[config.mk]
export PLATFORM = sky130hd
export DESIGN_NAME = pipe_stage_reg
export DESIGN_NICKNAME = d
export VERILOG_FILES = /design/src/rtl/pipe_stage_reg.sv
export SDC_FILE = /design/constraint.sdc
export NUM_CORES = 1
export LEC_CHECK = 0
export BUFFER_PORTS_ARGS = -buffer_cell sky130_fd_sc_hd__buf_4
export CAP_MARGIN = 0
export CORE_MARGIN = 3
export CORE_UTILIZATION = 45
export DETAILED_ROUTE_END_ITERATION = 12
export PLACE_DENSITY_LB_ADDON = 0.12
export SLEW_MARGIN = 0
export SYNTH_ARGS = -nofsm -noshare
export SYNTH_HDL_FRONTEND = slang
export SYNTH_SLANG_ARGS = --single-unit
[constraint.sdc]
create_clock -name clk -period 1.6 [get_ports clk]
set_clock_uncertainty 0.2 [all_clocks]
set_input_delay 0 -clock clk [delete_from_list [all_inputs] [get_ports clk]]
set_output_delay 0 -clock clk [all_outputs]
set_load 0.05 [all_outputs]
[src/rtl/pipe_stage_reg.sv]
// Pipeline stage register with valid/ready handshake and a 2-entry skid buffer.
// Define PIPE_STAGE_PERF_EN to add the stall_cnt/bubble_cnt performance counters.
//
// state    | meaning
// ---------+---------------------------------------------
// ST_EMPTY | no entry held, out_valid=0
// ST_FULL  | main entry valid, skid empty
// ST_SKID  | main and skid both valid, upstream held off
module pipe_stage_reg #(
    parameter int unsigned       DATA_W          = 32,
    parameter bit                CLEAR_ON_BUBBLE = 1'b1,
    parameter logic [DATA_W-1:0] RESET_DATA      = '0
) (
    input  logic              clk,
    input  logic              reset,
    input  logic              flush,
    input  logic              in_valid,
    output logic              in_ready,
    input  logic [DATA_W-1:0] in_data,
    output logic              out_valid,
    input  logic              out_ready,
`ifdef PIPE_STAGE_PERF_EN
    output logic [DATA_W-1:0] out_data,
    output logic [31:0]       stall_cnt,
    output logic [31:0]       bubble_cnt
`else
    output logic [DATA_W-1:0] out_data
`endif
);

    typedef enum logic [1:0] {
        ST_EMPTY = 2'd0,
        ST_FULL  = 2'd1,
        ST_SKID  = 2'd2
    } state_t;

    state_t            state_q, state_d;
    logic [DATA_W-1:0] main_q, main_d;
    logic [DATA_W-1:0] skid_q, skid_d;
    logic              in_ready_q, in_ready_d;

    always_comb begin
        state_d = state_q;
        main_d  = main_q;
        skid_d  = skid_q;
        case (state_q)
            ST_EMPTY: begin
                if (in_valid) begin
                    main_d  = in_data;
                    state_d = ST_FULL;
                end
            end
            ST_FULL: begin
                if (out_ready) begin
                    if (in_valid) begin
                        main_d = in_data;
                    end else begin
                        state_d = ST_EMPTY;
                    end
                end else if (in_valid) begin
                    skid_d  = in_data;
                    state_d = ST_SKID;
                end
            end
            ST_SKID: begin
                if (out_ready) begin
                    main_d  = skid_q;
                    state_d = ST_FULL;
                end
            end
            default: state_d = ST_EMPTY;
        endcase
        if (flush) begin
            state_d = ST_EMPTY;
            main_d  = RESET_DATA;
            skid_d  = RESET_DATA;
        end
        // in_ready is precomputed from the next state so it can be registered
        in_ready_d = (state_d != ST_SKID);
    end

    always_ff @(posedge clk) begin
        if (reset) begin
            state_q    <= ST_EMPTY;
            main_q     <= RESET_DATA;
            skid_q     <= RESET_DATA;
            in_ready_q <= 1'b1;
        end else begin
            state_q    <= state_d;
            main_q     <= main_d;
            skid_q     <= skid_d;
            in_ready_q <= in_ready_d;
        end
    end

    assign in_ready  = in_ready_q;
    assign out_valid = (state_q != ST_EMPTY);

    generate
        if (CLEAR_ON_BUBBLE) begin : g_clear
            assign out_data = out_valid ? main_q : '0;
        end else begin : g_hold
            assign out_data = main_q;
        end
    endgenerate

`ifdef PIPE_STAGE_PERF_EN
    logic [31:0] stall_cnt_q;
    logic [31:0] bubble_cnt_q;

    // Counters survive flush; only reset clears them. Wrap is natural overflow.
    always_ff @(posedge clk) begin
        if (reset) begin
            stall_cnt_q  <= '0;
            bubble_cnt_q <= '0;
        end else begin
            if (out_valid && !out_ready) begin
                stall_cnt_q <= stall_cnt_q + 32'd1;
            end
            if (!out_valid) begin
                bubble_cnt_q <= bubble_cnt_q + 32'd1;
            end
        end
    end

    assign stall_cnt  = stall_cnt_q;
    assign bubble_cnt = bubble_cnt_q;
`endif

endmodule

== Word-level counts from Yosys, hierarchy flattened ==
Index checks and enable logic that the tools add are counted.
Storage, ports and cells
  bits of input ports: 37
  output and inout bits: 34
  ROM bits: 0
  logic and storage cells: 28
  memories: 0
  latch bits: 0
  register bits after elaboration: 67
  bits in writable memories: 0
Operators by class
  shift-type cells: 0
  mux-type cells: 12
  order comparisons: 0
  reduce and logical (&&, ||, !) cells: 6
  div/mod/pow operators: 0
  eq/ne operators: 5
  multipliers: 0
  add/sub/neg operators: 0
  bitwise operators: 1
Operators by type and width (number)
  32-bit two-way mux: 4
  32-bit one-hot mux with 3 select lines: 1
  2-bit two-way mux: 6
  2-bit != test (second input constant): 3
  2-bit one-hot mux with 3 select lines: 1
  3-bit AND reduction: 2
  3-bit nonzero test: 1
  2-bit by 1-bit equality test with 1-bit output (second input constant): 1
  2-bit equality test (second input constant): 1
  2-bit logical NOT: 1
  2-bit nonzero test: 1
  2-bit OR reduction: 1
  1-bit inverter: 1

== Longest topological paths before layout ==
Gate-level depths: netlist of the first run.
  word-level depth: 5
  gate-level depth with buffers: 5
  mapped depth without buffers: 3

== Least setup slack after synthesis of the first run ==
Ideal clock, no wire load.
  path kind: register to output
  from: reg state_q[1]
  to: out out_data[10]
  cell stages (with the launch flop): 4
  setup slack: -0.038 ns
  required time: 1.400 ns
  buffers on the path: 1
  data arrival time: 1.438 ns
  cells stage by stage: dfxtp_1 nor2_1 clkbuf_1 nor2b_1
Between the ends
  longest elaborated chain between the ends: 2
RTL lines
  start: declaration: line 37  | state_t state_q, state_d;
  start signal: assignment: line 89  | state_q <= state_d;
  2-bit nonzero test: line 97  | assign out_valid = (state_q != ST_EMPTY);
  32-bit two-way mux: line 101  | assign out_data = out_valid ? main_q : '0;
  end: declaration: line 27  | output logic [DATA_W-1:0] out_data
Every way passes these cells.

== Worst setup path after layout of the first run ==
  from: reg state_q[1]
  to: reg main_q[24]
Between the ends
  longest elaborated chain between the ends: 3
  elaborated cells between the ends (all ways): 8
  those cells by class: eq/ne (4); mux (1); reduce/logical (3)
RTL lines
  2-bit by 1-bit equality test with 1-bit output (tied with other cells): line 46  | case (state_q)
  2-bit != test (no line) or 3-bit nonzero test (tied branches)
  3-bit AND reduction (no line)
  end signal: assignment: line 90  | main_q <= main_d;
  end: declaration: line 38  | logic [DATA_W-1:0] main_q, main_d;
Parallel ways exist; a longest one is shown, timed or not.
A chain may end at the register's enable or synchronous reset.

==> results of run 1 <==
==> layer usage <==
layer | wire (um) | track usage | up-vias
met4 | 90 | 0.0740 | 0
met3 | 310 | 0.0358 | 10
met5 | 0 | 0 | -
met2 | 4170 | 0.347 | 62
li1 | - | - | 1429
met1 | 4030 | 0.279 | 1396
==> tightest hold or removal path: stages, from the launching register on <==
cell and delay [ns]:
dfxtp_1 0.31, nand2_1 0.05, a21oi_1 0.05
==> what timing repair did <==
action                     4_1_cts  5_1_grt
hold endpoints to repair        67        0
cloned                           1        0
pin swaps                        0        1
hold buffers                    36        0
setup endpoints to repair       65       59
resized for setup               37       38
==> path summary, 6_finish.rpt <==
path / start / cells after the start / endpoint / slack, ns
worst max-delay path: state_q[1] / 4 / main_q[24] / 0.006
worst min-delay path: skid_q[7] / 2 / skid_q[7] / 0.25
worst max register to register: state_q[1] / 4 / main_q[24] / 0.006
worst min register to register: skid_q[7] / 2 / skid_q[7] / 0.25
==> cell families after synthesis <==
family | count (synthesis) | share of synthesized area
buffers and inverters | 38 | 0.0633
AO/OA/AOI/OAI | 100 | 0.257
multiplexers | 33 | 0.104
flip-flops | 67 | 0.416
AND/OR/NAND/NOR | 106 | 0.159
==> layout make-up <==
type                    instances  area [um^2]
fillers                       564         2070
multi-input cells             240         1840
flip-flops and latches         67         1340
repair buffers                131         1300
clock buffers                  13          169
well taps                      96          120
inverters                       3         11.3
clock inverters                 2         10.0
==> where the power goes <==
| part | internal, mW | leakage (nW) | total, mW | switching [mW] |
|---|---|---|---|---|
| clock | 0.677 | 0.0953 | 1.29 | 0.609 |
| sequential | 1.72 | 0.545 | 1.75 | 0.0305 |
| combinational | 0.331 | 1.31 | 0.682 | 0.351 |
| total | 2.73 | 1.95 | 3.72 | 0.991 |
==> sequential cells by signal, summed over array words and instances, names as in the netlist <==
register and cells:
main_q 32, skid_q 32, state_q 2, in_ready 1
==> per-stage QoR <==
step	hold slack [ns]	cell area, um^2	utilization	setup TNS [ns]
final	0.254	4800	0.699	0
after global routing	0.271	4800	0.699	-1.27
after CTS	0.254	4640	0.675	-0.0422
after detailed placement	0.0664	3960	0.576	-1.50
after global placement	0.0577	3960	0.576	-0.473
after floorplan	-0.0643	3220	-	-1.09
==> cells in the mapped netlist <==
cell type | instances | area (um^2)
nand4bb_1 | 1 | 11.3
buf_4 | 2 | 15.0
and3b_1 | 1 | 8.76
a211oi_1 | 34 | 255
mux2_4 | 1 | 15.0
a211oi_2 | 30 | 375
nor2b_1 | 32 | 200
inv_1 | 1 | 3.75
and4bb_2 | 1 | 12.5
nor2_1 | 1 | 3.75
a21o_4 | 1 | 15.0
clkbuf_1 | 14 | 52.6
dfxtp_1 | 67 | 1340
mux2i_1 | 32 | 320
nand3b_1 | 1 | 7.51
a21o_1 | 1 | 7.51
or3b_1 | 1 | 8.76
a21oi_1 | 33 | 165
or2_2 | 1 | 6.26
buf_6 | 4 | 45.0
inv_2 | 2 | 7.51
clkbuf_4 | 2 | 15.0
buf_2 | 13 | 65.1
a211o_1 | 1 | 8.76
nand2b_1 | 1 | 6.26
nand2_1 | 66 | 248
==> impl_metrics.yaml, run 1 <==
clock_network:
  htreeDepth: 3
  clockBufferDepth: 2
  clk_latency_ns: 0.33
  root_buffer: "clkbuf_8"
  cts_tree: "built"
  cts_buffers: 9
  clk_pin_slew_ns: 0.07
  cts_setup_buffers: 0
  cts_sinks: 67
timing:
  worst_pin_slew_ns: 0.299
  rsz0062_at_grt: "yes"
  fin_crit_sh: 0.996
  hold_violations: 0
  slew_viol_final: 0
  fmax_mhz: 627
  period_needed_ns: 1.59
  max_slew_margin: 0.801
  setup_ws_ns: 0.00562
  setup_viol: 0
drt:
  first_pass_iters: 4
  antenna_left: 0
  wl_um: 8600
  drtIter0Drc: 133
  drc: 0
  routedWlPerCell_um: 15.6
  vias_per_cell: 5.25
  vias: 2897
final_layout:
  syn_to_final_growth_pct: 49.0
  stdcell_count: 552
  drive_gt1_frac: 0.404
  final_common_cell: "nand2_1"
  layout_common_cells: "nand2_1 (66), dfxtp_1 (65), a211oi_2 (51), buf_4 (51)"
  diodes: 0
  finalNetCount: 489
synthesis:
  syn_area_per_cell_um2: 9.36
  ys_warn_count: 0
  syn_inst: 344
  yosysSeqAreaShare: 0.416
  yosysUniqueCellTypes: 26
  synth-seq-cells: 67
  synth_fp_nets: 381
  syn-cell-area_mm2: 0.00322
grt:
  grt_pass1_wl_um: 14100
  grt_pass1_vias: 2982
  antenna_found_initial: 0
  grt_max_degree: 33
  grt_usage: 0.211
  grt_overflow: 0
critical_path:
  crit_arrival_ns: 1.60
  critPathKind: "reg -> reg"
  critPathSlowestCell: "dfxtp_2"
  crit_path_end_kind: "register"
  critPathTopFamily: "compound AO/OA/AOI/OAI gates"
  path_buf_inv: 1
  cp-start-kind: "register"
  cp_cell_sequence: "mux2_4 > buf_4 > a211oi_1 > a211oi_2"
  required_ns: 1.61
  max_stage_delay_ns: 0.36
  cp_max_fo: 7
pwr:
  p_leak_nw: 1.95
  power_mw: 3.72
  power_density_mw_per_mm2: 775
  max-vdd-ir-drop_mv: 0.417
place:
  io_buffers: 70
  dp_hpwl_um: 5290
  placed_cells: 500
  pre_cts_ws_ns: -0.0742
  gp_congestion: 0.754
die:
  rows: 30
  die-height_um: 90.6
  io_pins: 71
  initial_core_util: 0.469
  die_x_um: 90.6
  core_area_mm2: 0.00687
  die_area_mm2: 0.00821
worst_hold_path:
  hp-class: "reg -> reg"
flow_run:
  max_cap_viol_count: 0
status:
  status: "finished clean"
No activity file was read; power rests on OpenSTA's default activity.
==> inputs of run 2 (changes only) <==
- clock period: 1.6 -> 1.86 ns (I/O delays scaled with it)
==> impl_metrics.yaml, run 2 (synthesis gave the netlist of run 1 again) <==
status:
  status: "finished clean"
critical_path:
  r2r_start: "state_q[1]"
  regToRegSetupSlack_ns: 0.1
  cp_max_fo: 32
  path_buf_inv: 0
  critPathKind: "reg -> reg"
  cp_cell_sequence: "mux2_4 > a21o_4 > a211oi_1"
  cp-start-kind: "register"
  critPathSlowestCell: "mux2_4"
  crit_path_end_kind: "register"
  worstSetupPathDepth: 3
  reg2reg_depth: 3
  required_ns: 1.92
  max_stage_delay_ns: 0.43
  critPathTopFamily: "compound AO/OA/AOI/OAI gates"
  reg2reg_to: "main_q[0]"
  crit_arrival_ns: 1.82
timing:
  slew_viol_final: 0
  fmax_mhz: 567
  hold_violations: 0
  fin_crit_sh: 0.948
  max_slew_margin: 0.665
  worst_pin_slew_ns: 0.503
  setup_viol: 0
  rsz0062_at_grt: "no"
  period_needed_ns: 1.76
  setup_ws_ns: 0.0972
  setup_tns_ns: 0
die:
  die_area_mm2: 0.00821
  rows: 30
  die-height_um: 90.6
  io_pins: 71
  core_area_mm2: 0.00687
  initial_core_util: 0.469
  die_x_um: 90.6
final_layout:
  final_cell_area_mm2: 0.00437
  final_core_util: 0.636
  drive_gt1_frac: 0.316
  final_common_cell: "buf_4"
  syn_to_final_growth_pct: 35.7
  diodes: 0
  largest_registers: "main_q x32, skid_q x32, state_q x2"
  layout_common_cells: "buf_4 (85), dfxtp_1 (67), nand2_1 (66)"
  finalNetCount: 478
drt:
  routedWlPerCell_um: 15.1
  vias_per_cell: 5.20
  antenna_left: 0
  wl_um: 8170
  drc: 0
  vias: 2816
  drtIter0Drc: 120
  first_pass_iters: 4
place:
  dp_hpwl_um: 5110
  pre_cts_ws_ns: 0.130
  gp_congestion: 0.749
  place_area_mm2: 0.00384
  io_buffers: 70
clock_network:
  root_buffer: "clkbuf_8"
  cts_sinks: 67
  clockBufferDepth: 2
  cts_buffers: 9
  clk_latency_ns: 0.34
  clk_pin_slew_ns: 0.07
  cts_setup_buffers: 0
  cts_tree: "built"
  htreeDepth: 3
worst_hold_path:
  holdCritStartpoint: "flush"
  hold_end: "main_q[21]"
  hold_path_depth: 3
  hp-class: "in -> reg"
pwr:
  power_mw: 3.20
  p_leak_nw: 1.82
  max-vdd-ir-drop_mv: 0.457
  power_density_mw_per_mm2: 733
grt:
  grt_max_degree: 34
  grt_usage: 0.204
  grt_overflow: 0
  antenna_found_initial: 0
  grt_pass1_vias: 2889
  grt_pass1_wl_um: 13700
flow_run:
  max_cap_viol_count: 0
==> run 2: cell types whose count changed in the layout (fill, tap and decap cells not counted), moves of 5 or more <==
cell / change
a211oi_2: -21
buf_6: -36
nor2b_1: +12
buf_4: +34
buf_12: -5
nor2b_2: -12
a211oi_1: +21
==> run 2: layer usage <==
layer / routed length, um / global-route usage / share of wire / vias up
met5: 0 / 0 / 0 / -
met4: 93 / 0.0574 / 0.011 / 0
met1: 3970 / 0.261 / 0.49 / 1347
met2: 3870 / 0.342 / 0.47 / 52
met3: 240 / 0.0483 / 0.029 / 8
li1: - / - / - / 1409
==> run 2: final cells by class <==
cell class                 instances  area, um^2
clock buffer                      11         141
clock inverter                     5        52.6
fill                             619        2500
inverter                           3        11.3
multi-input combinational        239        1690
sequential                        67        1340
tap                               96         120
timing repair buffer             121        1020
==> run 2: tightest hold or removal path: cells and delay by family <==
kind	cells	cell delay (ns)
buf+inv	1	0.07
simple gates	1	0.40
compound gates	1	0.05
==> run 2: power by group <==
part	leakage, nW	internal [mW]	total [mW]	switching, mW
logic	1.17	0.230	0.503	0.272
clock network	0.0991	0.649	1.20	0.554
registers	0.545	1.48	1.50	0.0212
total	1.82	2.36	3.20	0.848
==> run 2: worst max-delay path by stage <==
| stage | start | end | slack [ns] |
|---|---|---|---|
| floorplan | state_q[1] | out_data[10] | 0.22 |
| CTS | state_q[1] | main_q[31] | 0.1 |
| finish | state_q[1] | main_q[0] | 0.1 |
| global route | state_q[1] | main_q[31] | 0.03 |
| detailed placement | state_q[1] | main_q[27] | 0.13 |
| global placement | state_q[1] | main_q[31] | 0.14 |
==> run 2: metrics by stage <==
stage / hold WS, ns / cells
after global placement: 0.0562 / 492
after CTS: 0.0326 / 542
final: 0.0382 / 542
after detailed placement: 0.0668 / 492
after floorplan: -0.0643 / 344
after global routing: 0.0626 / 542
==> run 2: repair_timing <==
action	in CTS	in global routing
resized for setup	0	0
hold buffers	34	0
endpoints found under the setup margin	0	0
endpoints found under the hold margin	67	0
==> inputs of run 3 (changes only) <==
- clock period: 1.86 -> 2.3 ns (I/O delays scaled with it)
==> impl_metrics.yaml, run 3 (synthesis gave the netlist of run 1 again) <==
status:
  status: "finished clean"
grt:
  antenna_found_initial: 0
  grt_usage: 0.204
  grt_max_degree: 39
  grt_overflow: 0
  grt_pass1_vias: 2854
  grt_pass1_wl_um: 13700
final_layout:
  seq_area_mm2: 0.00134
  multi_input_area_mm2: 0.00169
  n_fill_cell: 582
  diodes: 0
  syn_to_final_growth_pct: 34.8
  largest_registers: "main_q x32, skid_q x32, state_q x2"
  finalNetCount: 474
  layout_common_cells: "buf_4 (80), dfxtp_1 (67), nand2_1 (66)"
  final_common_cell: "buf_4"
  drive_gt1_frac: 0.308
drt:
  drc: 0
  vias: 2754
  first_pass_iters: 4
  wl_um: 8080
  vias_per_cell: 5.12
  routedWlPerCell_um: 15.0
  antenna_left: 0
  drtIter0Drc: 95
die:
  io_pins: 71
  die_x_um: 90.6
  die-height_um: 90.6
  core_area_mm2: 0.00687
  initial_core_util: 0.469
  rows: 30
  die_area_mm2: 0.00821
pwr:
  max-vdd-ir-drop_mv: 0.274
  power_density_mw_per_mm2: 591
  p_leak_nw: 1.79
  swShare: 0.260
  netSwitchingPower_uw: 666
  clkPwrFrac: 0.372
  seq_power_share: 0.473
  p_int_mw: 1.90
  combPwrFrac: 0.155
  power_mw: 2.57
clock_network:
  root_buffer: "clkbuf_8"
  cts_tree: "built"
  clk_latency_ns: 0.33
  clockBufferDepth: 2
  cts-resized-gates: 0
  clk_pin_slew_ns: 0.07
  cts_buffers: 9
  cts_sinks: 67
  htreeDepth: 3
place:
  io_buffers: 70
  gp_congestion: 0.745
  dp_hpwl_um: 5040
  pre_cts_ws_ns: 0.360
critical_path:
  reg2reg_to: "in_ready"
  cp_max_fo: 14
  cp-start-kind: "register"
  required_ns: 2.30
  r2r_start: "state_q[1]"
  crit_end: "in_ready"
  regToRegSetupSlack_ns: 0.19
  crit_arrival_ns: 2.12
  startpoint: "state_q[1]"
  crit_path_end_kind: "register"
  critPathKind: "reg -> reg"
  reg2reg_depth: 3
worst_hold_path:
  hp-class: "in -> reg"
timing:
  setup_tns_ns: 0
  hold_violations: 0
  fin_crit_sh: 0.919
  max_slew_margin: 0.513
  period_needed_ns: 2.11
  rsz0062_at_grt: "no"
  fmax_mhz: 473
  setup_ws_ns: 0.186
  slew_viol_final: 0
  setup_viol: 0
  whs_ns: 0.221
  worst_pin_slew_ns: 0.730
flow_run:
  max_cap_viol_count: 0
==> run 3: cell type report <==
cell class / count / area share
multi-input combinational: 239 / 0.388
sequential: 67 / 0.309
timing repair buffer: 117 / 0.228
clock buffer: 11 / 0.0326
tap: 96 / 0.0277
clock inverter: 5 / 0.0121
inverter: 3 / 0.00259
==> run 3: how the worst min path moves through the flow <==
stage	depth (start not counted)	to	start	slack (ns)
floorplan	1	in_ready	out_ready	-0.06
global placement	3	skid_q[18]	in_data[18]	0.06
detailed placement	3	skid_q[18]	in_data[18]	0.07
CTS	3	main_q[20]	flush	0.24
global route	3	main_q[21]	reset	0.27
finish	3	main_q[20]	flush	0.22
==> run 3: per-stage QoR <==
| step | std cells | utilization | cell area [um^2] |
|---|---|---|---|
| 6_report | 538 | 0.632 | 4340 |
| 5_1_grt | 538 | 0.632 | 4340 |
| 4_1_cts | 538 | 0.632 | 4340 |
| 3_5_place_dp | 487 | 0.553 | 3800 |
| 3_3_place_gp | 487 | 0.553 | 3800 |
| 2_1_floorplan | 344 | - | 3220 |
==> run 3: critical path, cell delays in order, from the launching register on <==
cell,delay [ns]
dfxtp_1,0.48
nand2b_2,0.36
a211o_1,0.36
dlygate4sd3_1,0.59
==> run 3: timing repair <==
item,4_1_cts,5_1_grt
hold endpoints to repair,67,0
hold buffers,35,0
setup buffers,0,0
==> run 3: power groups by stage <==
stage / Combinational (mW) / Sequential [mW] / Clock, mW
2_1_floorplan: 0.247 / 1.23 / 0
3_5_place_dp: 0.351 / 1.24 / 0
3_3_place_gp: 0.346 / 1.24 / 0
6_report: 0.397 / 1.21 / 0.956
4_1_cts: 0.399 / 1.21 / 0.983
5_1_grt: 0.431 / 1.22 / 1.04
==> run 3: layer usage <==
| metal | share of wire | GRT usage | wire length, um |
|---|---|---|---|
| met1 | 0.45 | 0.268 | 3600 |
| met2 | 0.50 | 0.334 | 4050 |
| met3 | 0.040 | 0.0367 | 325 |
| met4 | 0.014 | 0.0714 | 111 |
| met5 | 0 | 0 | 0 |
